`src/rtl/pc_sequencer.sv`:
```
// pc_sequencer: start/run/halt PC sequencer with target LUT, relative branches and a bounded return stack
module pc_sequencer #(
  parameter int PC_W        = 10,
  parameter int LUT_AW      = 5,
  parameter int STACK_DEPTH = 4,
  parameter int START_PC    = 0
) (
  input  logic              CLK,
  input  logic              Init,
  input  logic              Start,
  input  logic              Halt,
  input  logic              Stall,
  input  logic              BRANCH,
  input  logic              Cond,
  input  logic [1:0]        BrMode,
  input  logic [LUT_AW-1:0] LutIdx,
  input  logic [7:0]        Offset,
  input  logic              LutWe,
  input  logic [LUT_AW-1:0] LutWaddr,
  input  logic [PC_W-1:0]   LutWdata,
  output logic [PC_W-1:0]   PC,
  output logic              Running,
  output logic              Done,
  output logic              StackErr
);
  localparam int SPW = $clog2(STACK_DEPTH + 1);
  localparam int IW  = STACK_DEPTH > 1 ? $clog2(STACK_DEPTH) : 1;
  localparam logic [PC_W-1:0] START = PC_W'(START_PC);
  typedef enum logic [1:0] {IDLE, RUN, HALTED} state_t;
  state_t state;
  logic [PC_W-1:0] lut [2**LUT_AW];
  logic [PC_W-1:0] stack [STACK_DEPTH];
  logic [SPW-1:0] sp;
  logic [PC_W-1:0] pc_inc, pc_rel, target;
  logic [IW-1:0] push_idx, top_idx;
  logic full, empty, taken;
  assign pc_inc   = PC + 1'b1;
  assign pc_rel   = PC + PC_W'($signed(Offset));
  assign target   = lut[LutIdx];
  assign push_idx = IW'(sp);
  assign top_idx  = IW'(sp - 1'b1);
  assign full     = sp == SPW'(STACK_DEPTH);
  assign empty    = sp == '0;
  assign taken    = BRANCH & Cond;
  always_ff @(posedge CLK) begin
    if (Init) begin
      state    <= IDLE;
      PC       <= START;
      sp       <= '0;
      StackErr <= 1'b0;
      Running  <= 1'b0;
      Done     <= 1'b0;
      lut      <= '{default: '0};
    end else begin
      if (LutWe) lut[LutWaddr] <= LutWdata;
      case (state)
        IDLE: if (Start) begin
          state   <= RUN;
          Running <= 1'b1;
          PC      <= START;
        end
        RUN: if (Halt) begin
          state   <= HALTED;
          Running <= 1'b0;
          Done    <= 1'b1;
        end else if (!Stall) begin
          if (!taken) PC <= pc_inc;
          else case (BrMode)
            2'b00: PC <= target;
            2'b01: PC <= pc_rel;
            2'b10: if (full) begin
              PC       <= pc_inc;
              StackErr <= 1'b1;
            end else begin
              stack[push_idx] <= pc_inc;
              sp              <= sp + 1'b1;
              PC              <= target;
            end
            default: if (empty) begin
              PC       <= pc_inc;
              StackErr <= 1'b1;
            end else begin
              PC <= stack[top_idx];
              sp <= sp - 1'b1;
            end
          endcase
        end
        HALTED: if (Start) begin
          state    <= RUN;
          Running  <= 1'b1;
          Done     <= 1'b0;
          PC       <= START;
          sp       <= '0;
          StackErr <= 1'b0;
        end
        default: state <= IDLE;
      endcase
    end
  end
endmodule

```
`config.mk`:
```
export PLATFORM = sky130hd
export DESIGN_NAME = pc_sequencer
export DESIGN_NICKNAME = d
export VERILOG_FILES = /design/src/rtl/pc_sequencer.sv
export SDC_FILE = /design/constraint.sdc
export NUM_CORES = 1
export LEC_CHECK = 0
export CORE_AREA = 2 2 199 201
export DETAILED_ROUTE_END_ITERATION = 6
export DIE_AREA = 0 0 201 203
export HOLD_SLACK_MARGIN = 0.06
export PLACE_DENSITY = 0.72
export SLEW_MARGIN = 30
export SYNTH_ARGS = -nofsm -noshare
export SYNTH_HDL_FRONTEND = slang
export SYNTH_SLANG_ARGS = --single-unit
```
`constraint.sdc`:
```
create_clock -name CLK -period 3.4 [get_ports CLK]
set_input_delay 0.51 -clock CLK [delete_from_list [all_inputs] [get_ports CLK]]
set_output_delay 0.51 -clock CLK [all_outputs]
set_load 0.05 [all_outputs]
```
==> results.py <==
metrics = {
    "job": {
        "max_cap_violations": 0,
    },
    "global_routing": {
        "grt_pass1_wl_um": 70300,
        "first_global_vias": 12429,
        "antenna_found_initial": 0,
        "grt_usage_pct": 21.7,
        "grt_max_degree": 219,
        "overflow": 0,
    },
    "worst_setup_path": {
        "cp.required_ns": 3.85,
        "crit_path_end_kind": "flip-flop",
        "criticalPathCategory": "flip-flop to flip-flop",
        "crit_path_start_kind": "flip-flop",
        "cp_max_fo": 9,
        "cpMaxStageDelayCell": "nor3_1",
        "reg2reg_from": "sp[1]",
        "path_cells": "inv_1 > ha_1 > ha_1 > and2_1 > nor3_1 > a22oi_1 > a221oi_1 > a21oi_1 > o21ai_0",
        "startpoint": "sp[1]",
        "slowest_delay_ns": 0.70,
        "cp_common_cell": "ha_1",
        "crit_arrival_ns": 3.14,
    },
    "place": {
        "hpwl_um": 29300,
        "io_buffers": 50,
        "place_congestion": 0.890,
        "dpl_worst_slack_ns": 0.331,
        "placed_cells": 2123,
    },
    "die": {
        "ios": 51,
        "initial_core_util_pct": 44.8,
        "core_mm2": 0.0385,
        "die_height_um": 203,
        "die_x_um": 201,
        "rows": 72,
        "fp.dieArea_mm2": 0.0408,
    },
    "sta": {
        "fin_skew_ns": 0.0167,
        "final-setup-viol-count": 0,
        "rsz0062_at_grt": "false",
        "worst_pin_slew_ns": 0.883,
        "tns_ns": 0,
        "layout_setup_ws_ns": 0.716,
        "fin_crit_ns": 2.68,
        "slew_viol_final": 0,
        "whs_ns": 0.452,
        "fmax_ghz": 0.373,
        "max_slew_margin_pct": 40.7,
        "fin_crit_sh_pct": 78.9,
        "hold_viol": 0,
    },
    "drt": {
        "wl_per_cell_um": 20.3,
        "firstDrtPassIters": 5,
        "wl_met1_um": 19300,
        "top_layer": "met4",
        "via_per_inst": 5.72,
        "wl_met3_um": 3060,
        "drt_iter0_drc": 1142,
        "routed_wl_um": 44500,
        "vias": 12556,
        "ant_nets": 0,
        "drc": 0,
        "wl_met2_um": 20900,
    },
    "logic_synthesis": {
        "synth-edff-count": 40,
        "ys_async_sr_fraction_pct": 0,
        "netlist_area_mm2": 0.0172,
        "synth.area.top_cells": "dfxtp_1 (39%), mux2i_1 (15%), mux4_2 (13%), edfxtp_1 (7.0%), nor2_1 (6.4%)",
        "yosysWarnings": 0,
        "synth-seq-cells": 378,
        "yosys.area.top_type_share_pct": 39.3,
        "synth.yosys.seq_area_share_pct": 46.2,
        "syn_inst": 1621,
        "syn_nets": 1676,
        "avgSynthCellArea_um2": 10.6,
        "ys.flop_type": "dfxtp_1",
        "synth.distinct_cells": 59,
        "yosysTopAreaCell": "dfxtp_1",
    },
    "clock_network": {
        "post_cts_buffers": 0,
        "cts.htree.levels": 2,
        "cts_tree": "yes",
        "clk_latency_ns": 0.53,
        "cts_made_buffers": 40,
        "path_clk_slew_ns": 0.06,
        "cts.sinks": 378,
        "cts_root_buf": "clkbuf_16",
        "ctsHoldBuffers": 0,
        "clockBufferDepth": 3,
        "cts_resized": 0,
    },
    "power_and_ir_drop": {
        "power.density_mw_per_mm2": 485,
        "ir_drop_mv": 0.369,
        "total_power_w": 0.00959,
        "p_leak_nw": 7.47,
    },
    "min_path": {
        "hold_class": "flip-flop to flip-flop",
        "worstHoldStart": "lut[295]",
    },
    "cells_and_area": {
        "mostFrequentLayoutCells": "dfxtp_1 (338), nor2_1 (291), mux2i_1 (266)",
        "areaGrowthSynthToFinish_pct": 14.7,
        "final_cells": 2194,
        "num-fill-cells": 3369,
        "layout_commonest_cell": "dfxtp_1",
        "final_net_count": 1703,
        "drive_above_1_share_pct": 15.3,
        "antenna_cells": 0,
    },
    "outcome": {
        "status": "finished clean",
    },
}
cell families after synthesis:
| kind of cell | share of synthesized area [%] |
|---|---|
| simple gates | 12.9 |
| flops | 46.2 |
| mux | 29.7 |
| compound gates | 5.89 |
| buf+inv | 3.45 |
| fa+ha+maj | 1.28 |
| xor+xnor | 0.508 |
state kept, by name, indices dropped and copies added (netlist names):
signal / count
lut: 320
stack: 40
PC: 10
sp: 3
state: 2
Done: 1
Running: 1
StackErr: 1
path summary, 6_finish.rpt:
kind	end	slack (ns)	cells past startpoint
max	PC[2]	0.72	9
min	lut[295]	0.45	2
max reg2reg	PC[2]	0.72	9
min reg2reg	lut[295]	0.45	2
stage by stage:
step / utilization, % / area [um^2]
finish: 51.4 / 19800
global route: 51.4 / 19800
CTS: 51.3 / 19700
detailed placement: 47.8 / 18400
global placement: 47.8 / 18400
floorplan: - / 17200
power breakdown:
part	leakage [nW]	internal [W]	switching (W)
sequential	3.08	0.00453	0.0000202
combinational	3.72	0.000227	0.000396
clock	0.672	0.00266	0.00176
total	7.47	0.00742	0.00217
worst max-delay path: cells and delay by family, from the launching register on:
| family | cells | cell delay (ns) |
|---|---|---|
| buffers and inverters | 1 | 0.09 |
| AND/OR/NAND/NOR | 2 | 0.92 |
| AO/OA/AOI/OAI | 4 | 0.78 |
| adder cells (fa/ha/maj) | 2 | 0.44 |
| flip-flops | 1 | 0.38 |
synth_stat cells, drive strengths merged (3+ instances only):
cell type and number:
a211oi 8, a21oi 91, a22oi 5, a31oi 4, and2 10, and3 3, buf 20, clkbuf 111
dfxtp 338, edfxtp 40, ha 16, inv 12, mux2 3, mux2i 266, mux4 107, nand2 106
nand2b 5, nand3 70, nand3b 4, nor2 300, nor2b 6, nor3 9, nor3b 4, o211ai 6
o21a 5, o21ai 23, o221ai 5, o31a 4, xnor2 6, xor2 4
final cells by class:
cell class	count	area (um^2)	area share, %
Clock buffer	63	1280	6.48
Tap cell	518	648	3.28
Inverter	12	45.0	0.228
Sequential cell	378	7970	40.3
Timing Repair Buffer	116	1060	5.35
Multi-Input combinational cell	1100	8700	44.0
Clock inverter	7	72.6	0.367
per-layer routing:
layer | vias up | track usage [%]
met2 | 459 | 35.6
met5 | - | 0
met3 | 84 | 3.68
met1 | 6177 | 29.4
li1 | 5836 | -
met4 | 0 | 7.04
Power figures use the tool's default switching activity.
